### src/rtl/norm_shift16_pkg.sv
// Shared constants for the post-subtract normalizer and its leading-zero anticipator.
// D_WIDTH   : magnitude width of the difference being normalized.
// E_WIDTH   : exponent width.
// CNT_WIDTH : predicted shift-count width from the anticipator.
// TOT_WIDTH : width of predicted count plus the one-position correction (0..D_WIDTH).
package norm_shift16_pkg;

  localparam int unsigned D_WIDTH   = 16;
  localparam int unsigned E_WIDTH   = 8;
  localparam int unsigned CNT_WIDTH = 4;
  localparam int unsigned TOT_WIDTH = CNT_WIDTH + 1;

endpackage

### src/rtl/norm_shift16_if.sv
// Stream interface of the normalizer: input beat (magnitude, exponent, anticipator
// prediction) with valid/ready, and result beat (normalized magnitude, exponent, flags)
// with valid/ready.
// master : producer of input beats and consumer of results (e.g. the surrounding datapath).
// slave  : the normalizer itself.
interface norm_shift16_if #(
  parameter int unsigned D_WIDTH   = norm_shift16_pkg::D_WIDTH,
  parameter int unsigned E_WIDTH   = norm_shift16_pkg::E_WIDTH,
  parameter int unsigned CNT_WIDTH = norm_shift16_pkg::CNT_WIDTH
);

  logic                 in_valid;
  logic                 in_ready;
  logic [D_WIDTH-1:0]   in_mag;
  logic [E_WIDTH-1:0]   in_exp;
  logic [CNT_WIDTH-1:0] in_sft_cnt;
  logic                 in_correct;
  logic                 in_zero;

  logic                 out_valid;
  logic                 out_ready;
  logic [D_WIDTH-1:0]   out_mag;
  logic [E_WIDTH-1:0]   out_exp;
  logic                 out_zero;
  logic                 out_uf;
  logic                 out_err;

  modport master (
    output in_valid, in_mag, in_exp, in_sft_cnt, in_correct, in_zero, out_ready,
    input  in_ready, out_valid, out_mag, out_exp, out_zero, out_uf, out_err
  );

  modport slave (
    input  in_valid, in_mag, in_exp, in_sft_cnt, in_correct, in_zero, out_ready,
    output in_ready, out_valid, out_mag, out_exp, out_zero, out_uf, out_err
  );

endinterface

### src/rtl/norm_shift16_lsh16.sv
// lsh16: combinational logarithmic left barrel shifter.
// data_i : value to shift.
// amt_i  : shift amount; bit i selects a shift by 2**i in stage i.
// data_o : data_i << amt_i, zero filled.
module lsh16 #(
  parameter int unsigned D_WIDTH   = norm_shift16_pkg::D_WIDTH,
  parameter int unsigned CNT_WIDTH = norm_shift16_pkg::CNT_WIDTH
) (
  input  logic [D_WIDTH-1:0]   data_i,
  input  logic [CNT_WIDTH-1:0] amt_i,
  output logic [D_WIDTH-1:0]   data_o
);

  logic [D_WIDTH-1:0] stg [CNT_WIDTH+1];

  assign stg[0] = data_i;

  for (genvar i = 0; i < CNT_WIDTH; i++) begin : g_stage
    assign stg[i+1] = amt_i[i] ? (stg[i] << (2 ** i)) : stg[i];
  end

  assign data_o = stg[CNT_WIDTH];

endmodule

### src/rtl/norm_shift16.sv
// norm_shift16: two-stage normalizer for an effective-subtract result.
// Stage 1 coarse-shifts the magnitude by the anticipator's predicted count; stage 2 applies
// the one-position correction, adjusts the exponent and resolves zero/underflow/error flags.
// clk, rst : clock and asynchronous active-high reset.
// bus      : slave side of norm_shift16_if (input beat and result beat, valid/ready each).
module norm_shift16 #(
  parameter int unsigned D_WIDTH   = norm_shift16_pkg::D_WIDTH,
  parameter int unsigned E_WIDTH   = norm_shift16_pkg::E_WIDTH,
  parameter int unsigned CNT_WIDTH = norm_shift16_pkg::CNT_WIDTH
) (
  input logic           clk,
  input logic           rst,
  norm_shift16_if.slave bus
);

  import norm_shift16_pkg::*;

  localparam int unsigned TotWidth = CNT_WIDTH + 1;
  localparam logic [TotWidth-1:0] FullShift = TotWidth'(D_WIDTH);

  logic                 s2_adv, s1_adv;
  logic [D_WIDTH-1:0]   coarse_mag;

  logic                 s1_valid_q, s1_valid_d;
  logic [D_WIDTH-1:0]   s1_mag_q, s1_mag_d;
  logic [E_WIDTH-1:0]   s1_exp_q, s1_exp_d;
  logic [CNT_WIDTH-1:0] s1_cnt_q, s1_cnt_d;
  logic                 s1_correct_q, s1_correct_d;
  logic                 s1_zero_q, s1_zero_d;

  logic                 s2_valid_q, s2_valid_d;
  logic [D_WIDTH-1:0]   out_mag_q, out_mag_d;
  logic [E_WIDTH-1:0]   out_exp_q, out_exp_d;
  logic                 out_zero_q, out_zero_d;
  logic                 out_uf_q, out_uf_d;
  logic                 out_err_q, out_err_d;

  logic [TotWidth-1:0]  tot_shift;
  logic [E_WIDTH-1:0]   tot_shift_ext;
  logic [D_WIDTH-1:0]   fine_mag;

  lsh16 #(
    .D_WIDTH  (D_WIDTH),
    .CNT_WIDTH(CNT_WIDTH)
  ) u_lsh16 (
    .data_i(bus.in_mag),
    .amt_i (bus.in_sft_cnt),
    .data_o(coarse_mag)
  );

  // No skid buffer: in_ready depends combinationally on out_ready.
  assign s2_adv       = !s2_valid_q || bus.out_ready;
  assign s1_adv       = !s1_valid_q || s2_adv;
  assign bus.in_ready = s1_adv;

  always_comb begin
    s1_valid_d   = s1_valid_q;
    s1_mag_d     = s1_mag_q;
    s1_exp_d     = s1_exp_q;
    s1_cnt_d     = s1_cnt_q;
    s1_correct_d = s1_correct_q;
    s1_zero_d    = s1_zero_q;
    if (s1_adv) begin
      s1_valid_d = bus.in_valid;
      if (bus.in_valid) begin
        s1_mag_d     = coarse_mag;
        s1_exp_d     = bus.in_exp;
        s1_cnt_d     = bus.in_sft_cnt;
        s1_correct_d = bus.in_correct;
        s1_zero_d    = bus.in_zero;
      end
    end
  end

  always_comb begin
    tot_shift     = {1'b0, s1_cnt_q} + TotWidth'(s1_correct_q);
    tot_shift_ext = E_WIDTH'(tot_shift);
    fine_mag      = s1_correct_q ? (s1_mag_q << 1) : s1_mag_q;

    s2_valid_d = s2_valid_q;
    out_mag_d  = out_mag_q;
    out_exp_d  = out_exp_q;
    out_zero_d = out_zero_q;
    out_uf_d   = out_uf_q;
    out_err_d  = out_err_q;
    if (s2_adv) begin
      s2_valid_d = s1_valid_q;
      if (s1_valid_q) begin
        out_mag_d  = '0;
        out_exp_d  = '0;
        out_zero_d = 1'b0;
        out_uf_d   = 1'b0;
        out_err_d  = 1'b0;
        if (s1_zero_q) begin
          out_zero_d = 1'b1;
        end else if (s1_exp_q <= tot_shift_ext) begin
          out_uf_d = 1'b1;
        end else if (tot_shift == FullShift) begin
          // Everything shifted out: exact zero, exponent still tracks the shift.
          out_zero_d = 1'b1;
          out_exp_d  = s1_exp_q - tot_shift_ext;
        end else begin
          out_mag_d = fine_mag;
          out_exp_d = s1_exp_q - tot_shift_ext;
          out_err_d = !fine_mag[D_WIDTH-1];
        end
      end
    end
  end

  always_ff @(posedge clk or posedge rst) begin
    if (rst) begin
      s1_valid_q   <= 1'b0;
      s1_mag_q     <= '0;
      s1_exp_q     <= '0;
      s1_cnt_q     <= '0;
      s1_correct_q <= 1'b0;
      s1_zero_q    <= 1'b0;
      s2_valid_q   <= 1'b0;
      out_mag_q    <= '0;
      out_exp_q    <= '0;
      out_zero_q   <= 1'b0;
      out_uf_q     <= 1'b0;
      out_err_q    <= 1'b0;
    end else begin
      s1_valid_q   <= s1_valid_d;
      s1_mag_q     <= s1_mag_d;
      s1_exp_q     <= s1_exp_d;
      s1_cnt_q     <= s1_cnt_d;
      s1_correct_q <= s1_correct_d;
      s1_zero_q    <= s1_zero_d;
      s2_valid_q   <= s2_valid_d;
      out_mag_q    <= out_mag_d;
      out_exp_q    <= out_exp_d;
      out_zero_q   <= out_zero_d;
      out_uf_q     <= out_uf_d;
      out_err_q    <= out_err_d;
    end
  end

  assign bus.out_valid = s2_valid_q;
  assign bus.out_mag   = out_mag_q;
  assign bus.out_exp   = out_exp_q;
  assign bus.out_zero  = out_zero_q;
  assign bus.out_uf    = out_uf_q;
  assign bus.out_err   = out_err_q;

endmodule

### src/flat_wrapper.sv
// flat-port wrapper written by rule: the top's interface ports become plain ports
module norm_shift16_flat import norm_shift16_pkg::*;
#(
  parameter int unsigned D_WIDTH   = norm_shift16_pkg::D_WIDTH,
  parameter int unsigned E_WIDTH   = norm_shift16_pkg::E_WIDTH,
  parameter int unsigned CNT_WIDTH = norm_shift16_pkg::CNT_WIDTH
)
  (clk, rst, bus_in_valid, bus_in_mag, bus_in_exp, bus_in_sft_cnt, bus_in_correct, bus_in_zero, bus_out_ready, bus_in_ready, bus_out_valid, bus_out_mag, bus_out_exp, bus_out_zero, bus_out_uf, bus_out_err);
  norm_shift16_if #(.D_WIDTH(D_WIDTH), .E_WIDTH(E_WIDTH), .CNT_WIDTH(CNT_WIDTH)) bus_i ();
  input logic clk;
  input logic rst;
  input wire logic [$bits(bus_i.in_valid)-1:0] bus_in_valid;
  input wire logic [$bits(bus_i.in_mag)-1:0] bus_in_mag;
  input wire logic [$bits(bus_i.in_exp)-1:0] bus_in_exp;
  input wire logic [$bits(bus_i.in_sft_cnt)-1:0] bus_in_sft_cnt;
  input wire logic [$bits(bus_i.in_correct)-1:0] bus_in_correct;
  input wire logic [$bits(bus_i.in_zero)-1:0] bus_in_zero;
  input wire logic [$bits(bus_i.out_ready)-1:0] bus_out_ready;
  output wire logic [$bits(bus_i.in_ready)-1:0] bus_in_ready;
  output wire logic [$bits(bus_i.out_valid)-1:0] bus_out_valid;
  output wire logic [$bits(bus_i.out_mag)-1:0] bus_out_mag;
  output wire logic [$bits(bus_i.out_exp)-1:0] bus_out_exp;
  output wire logic [$bits(bus_i.out_zero)-1:0] bus_out_zero;
  output wire logic [$bits(bus_i.out_uf)-1:0] bus_out_uf;
  output wire logic [$bits(bus_i.out_err)-1:0] bus_out_err;
  assign bus_i.in_valid = bus_in_valid;
  assign bus_i.in_mag = bus_in_mag;
  assign bus_i.in_exp = bus_in_exp;
  assign bus_i.in_sft_cnt = bus_in_sft_cnt;
  assign bus_i.in_correct = bus_in_correct;
  assign bus_i.in_zero = bus_in_zero;
  assign bus_i.out_ready = bus_out_ready;
  assign bus_in_ready = bus_i.in_ready;
  assign bus_out_valid = bus_i.out_valid;
  assign bus_out_mag = bus_i.out_mag;
  assign bus_out_exp = bus_i.out_exp;
  assign bus_out_zero = bus_i.out_zero;
  assign bus_out_uf = bus_i.out_uf;
  assign bus_out_err = bus_i.out_err;
  norm_shift16 #(.D_WIDTH(D_WIDTH), .E_WIDTH(E_WIDTH), .CNT_WIDTH(CNT_WIDTH)) u_core (.clk(clk), .rst(rst), .bus(bus_i));
endmodule
### config.mk
export PLATFORM = sky130hd
export DESIGN_NAME = norm_shift16_flat
export DESIGN_NICKNAME = d
export VERILOG_FILES = /design/src/rtl/norm_shift16_pkg.sv /design/src/rtl/norm_shift16_if.sv /design/src/rtl/norm_shift16_lsh16.sv /design/src/rtl/norm_shift16.sv /design/src/flat_wrapper.sv
export SDC_FILE = /design/constraint.sdc
export NUM_CORES = 1
export LEC_CHECK = 0
export ABC_AREA = 1
export CELL_PAD_IN_SITES_DETAIL_PLACEMENT = 0
export CELL_PAD_IN_SITES_GLOBAL_PLACEMENT = 2
export CORE_UTILIZATION = 30
export DETAILED_ROUTE_END_ITERATION = 12
export PLACE_DENSITY = 0.9
export REMOVE_ABC_BUFFERS = 1
export SLEW_MARGIN = 30
export SYNTH_ARGS = -nofsm -noshare
export SYNTH_HDL_FRONTEND = slang
export SYNTH_HIERARCHICAL = 1
export SYNTH_SLANG_ARGS = --single-unit
### constraint.sdc
create_clock -name clk -period 2.8 [get_ports clk]
set_clock_uncertainty 0.05 [all_clocks]
set_input_delay 0.56 -clock clk [delete_from_list [all_inputs] [get_ports clk]]
set_output_delay 0.56 -clock clk [all_outputs]
set_load 0.05 [all_outputs]
==> impl_metrics.py <==
metrics = {
    "die": {
        "start_util_pct": 31.4,
        "fp.coreArea_um2": 11600,
        "die_x_um": 112,
        "fp.dieH_um": 112,
        "io_pins": 63,
        "dieArea_um2": 12600,
        "rows": 39,
    },
    "cells_and_area": {
        "multiInputGateArea_um2": 1850,
        "area_growth_pct": 28.9,
        "layout-drive-gt1-share_pct": 13.0,
        "diodes": 0,
        "nNetsFinal": 597,
        "nFillCells": 1200,
        "fin_cells": 704,
        "fin_util_pct": 40.4,
        "register_area_um2": 1480,
    },
    "clocking": {
        "clkTransAtPathRegs_ns": 0.05,
        "htreeDepth": 3,
        "clockRootBuffer": "clkbuf_16",
        "postCtsSetupBuffers": 0,
        "post_cts_resized": 0,
        "cts_buffers": 9,
        "hold_buffers": 0,
        "clk-insertion-delay-late_ns": 0.32,
        "clockBufferDepth": 2,
        "clkSinkCount": 59,
        "tritoncts": "built",
    },
    "critical_path": {
        "cpMaxStageDelayCell": "dfrtp_1",
        "crit_path_max_fanout": 17,
        "reg2reg_depth": 12,
        "r2r-end": "u_core/bus.out_err$_DFFE_PP0P_",
        "r2r-start": "u_core/s1_cnt_q[0]$_DFFE_PP0P_",
        "cp.required_ns": 2.99,
        "crit_top_cell": "ha_1",
        "max_stage_delay_ns": 0.38,
        "cp-startpoint": "u_core/s1_cnt_q[0]$_DFFE_PP0P_",
        "cp-end-kind": "flip-flop",
        "crit_type": "reg -> reg",
        "crit_chain": "ha_1 > ha_1 > nand2_2 > nor2_1 > inv_1 > ha_1 > inv_1 > nor3_2 > nand3_2 > nand2_4 > nand3_4 > o21ai_0",
        "startpoint_type": "flip-flop",
        "cp.arrival_ns": 2.70,
        "rrSetupSlack_ns": 0.29,
    },
    "hold_path": {
        "min_to": "u_core/bus.out_mag[6]$_DFFE_PP0P_",
        "min_path_cells": 2,
        "worstHoldPathType": "reg -> reg",
        "hold_start": "u_core/bus.out_mag[6]$_DFFE_PP0P_",
    },
    "yosys": {
        "syn_area_per_cell_um2": 7.39,
        "synth_ff_type": "dfrtp_1",
        "synth-seq-area-share_pct": 40.5,
        "async_reset_ff_share_pct": 100,
        "synthTopCellsByArea": "dfrtp_1 (41%), nand2_1 (16%), nand3_1 (8.1%), inv_1 (4.2%), a21oi_1 (3.8%)",
        "synth-seq-cells": 59,
        "synth_edf_count": 0,
        "synth_most_common_cell": "nand2_1",
        "synth_largest_area_cell": "dfrtp_1",
        "netlist_instances": 493,
        "synthTopCellsByCount": "nand2_1 (151), dfrtp_1 (59), nand3_1 (59), inv_1 (41), nor2_1 (36)",
        "ys_warn_count": 6,
        "synth_top_area_share_pct": 40.5,
        "synth_cell_types": 33,
        "netlist_area_um2": 3640,
    },
    "sta": {
        "max_slew.worst_pin.slew_ns": 0.535,
        "slew_headroom_pct": 64.2,
        "layout_setup_ws_ns": 0.286,
        "finalCritPeriodShare_pct": 89.8,
        "setup_viol": 0,
        "finalHoldViolCount": 0,
        "rsz0062_at_grt": "false",
        "fmax_ghz": 0.398,
        "maxSlewViolCount": 0,
        "fin_crit_ns": 2.51,
    },
    "detailed_routing": {
        "drt-total-wl_um": 8760,
        "drt_pass1_iterations": 9,
        "via_count": 3333,
        "drtIter0Drc": 147,
        "ant_nets": 0,
        "wire_per_inst_um": 12.4,
        "drc": 6,
        "viasPerCell": 4.73,
    },
    "grt": {
        "first_global_vias": 3114,
        "grt_max_degree": 60,
        "antenna_found_initial": 0,
        "grt_pass1_wl_um": 15000,
        "grt_use_total_pct": 14.9,
        "grt.overflow.total": 0,
    },
    "outcome": {
        "violations": "design-rule violations",
        "status": "complete, but fails checks",
    },
    "place": {
        "gp_congestion": 0.806,
        "portBuffers": 62,
        "placed_cells": 688,
        "place_hpwl_um": 6580,
        "dpl_worst_slack_ns": 0.291,
    },
    "power": {
        "p_total_mw": 3.81,
        "p_leak_nw": 2.27,
        "power_density_nw_per_um2": 811,
        "ir_drop_v": 0.000317,
    },
    "flow_run": {
        "maxCapViolations": 0,
    },
}
## placed cells by master, fill, tap and decap left out, drive strengths merged
| master | netlist | routed |
|---|---|---|
| nor2 | 38 | 38 |
| bufinv | 0 | 1 |
| clkinv | 2 | 3 |
| o21a | 12 | 12 |
| dfrtp | 59 | 59 |
| or2 | 1 | 1 |
| and2 | 1 | 1 |
| inv | 46 | 46 |
| clkbuf | 9 | 14 |
| and3 | 1 | 1 |
| xor2 | 2 | 2 |
| o22ai | 1 | 1 |
| nor3 | 5 | 5 |
| nand4 | 4 | 4 |
| a21oi | 28 | 28 |
| nand3 | 64 | 64 |
| clkdlybuf4s50 | 0 | 61 |
| mux2 | 6 | 6 |
| o21ai | 28 | 28 |
| nand2 | 166 | 166 |
| ha | 7 | 7 |
| buf | 13 | 13 |
## registers in the layout (all words and copies together) (netlist names), 4 cells and up
signal	count
u_core/bus.out_mag	16
u_core/s1_mag_q	16
u_core/bus.out_exp	8
u_core/s1_exp_q	8
u_core/s1_cnt_q	4
## worst max-delay path by stage
stage	slack, ns	cells after the start	to
2_1_floorplan	-0.09	3	u_core/s1_cnt_q[0]$_DFFE_PP0P_
3_3_place_gp	0.38	12	u_core/bus.out_mag[9]$_DFFE_PP0P_
3_5_place_dp	0.29	12	u_core/bus.out_mag[9]$_DFFE_PP0P_
4_1_cts	0.26	12	u_core/bus.out_mag[9]$_DFFE_PP0P_
5_1_grt	0.02	12	u_core/bus.out_mag[9]$_DFFE_PP0P_
6_report	0.29	12	u_core/bus.out_err$_DFFE_PP0P_
## per-stage QoR
step | setup TNS [ns] | hold WS (ns) | area (um^2)
floorplan | -0.519 | 0.424 | 3500
global placement | 0 | 0.416 | 4410
detailed placement | 0 | 0.418 | 4410
CTS | 0 | 0.431 | 4700
global route | 0 | 0.463 | 4700
finish | 0 | 0.429 | 4700
## layer usage
metal  up-vias  share of wire [%]  global-route usage [%]
li1       1720                  -                       -
met1      1527                 52                    21.2
met2        77                 42                    22.5
met3         9                3.9                    2.21
met4         0                1.9                    6.67
met5         -                  0                       0
## kinds of logic after synthesis
group	after synthesis	share of synthesized area [%]
fa+ha+maj	7	2.40
simple gates	280	34.5
flops	59	40.5
compound gates	69	11.4
buf+inv	70	8.89
xor+xnor	2	0.481
mux	6	1.85
## critical path, delay by kind of cell, from the launching register on
kind,cells,cell delay [ns]
flip-flops,1,0.38
AO/OA/AOI/OAI,1,0.22
adder cells (fa/ha/maj),3,0.72
AND/OR/NAND/NOR,6,0.88
buffers and inverters,2,0.17
## layout make-up
cell class                      instances  area share [%]
Clock buffer                           14            5.41
Clock inverter                          2           0.746
Inverter                               48            3.94
Multi-Input combinational cell        364            39.3
Sequential cell                        59            31.4
Tap cell                              143            3.81
Timing Repair Buffer                   74            15.3
## where the power goes
| group | internal [mW] | switching, mW |
|---|---|---|
| Sequential | 1.05 | 0.118 |
| Combinational | 0.543 | 1.03 |
| Clock | 0.711 | 0.353 |
Power figures use the tool's default switching activity.
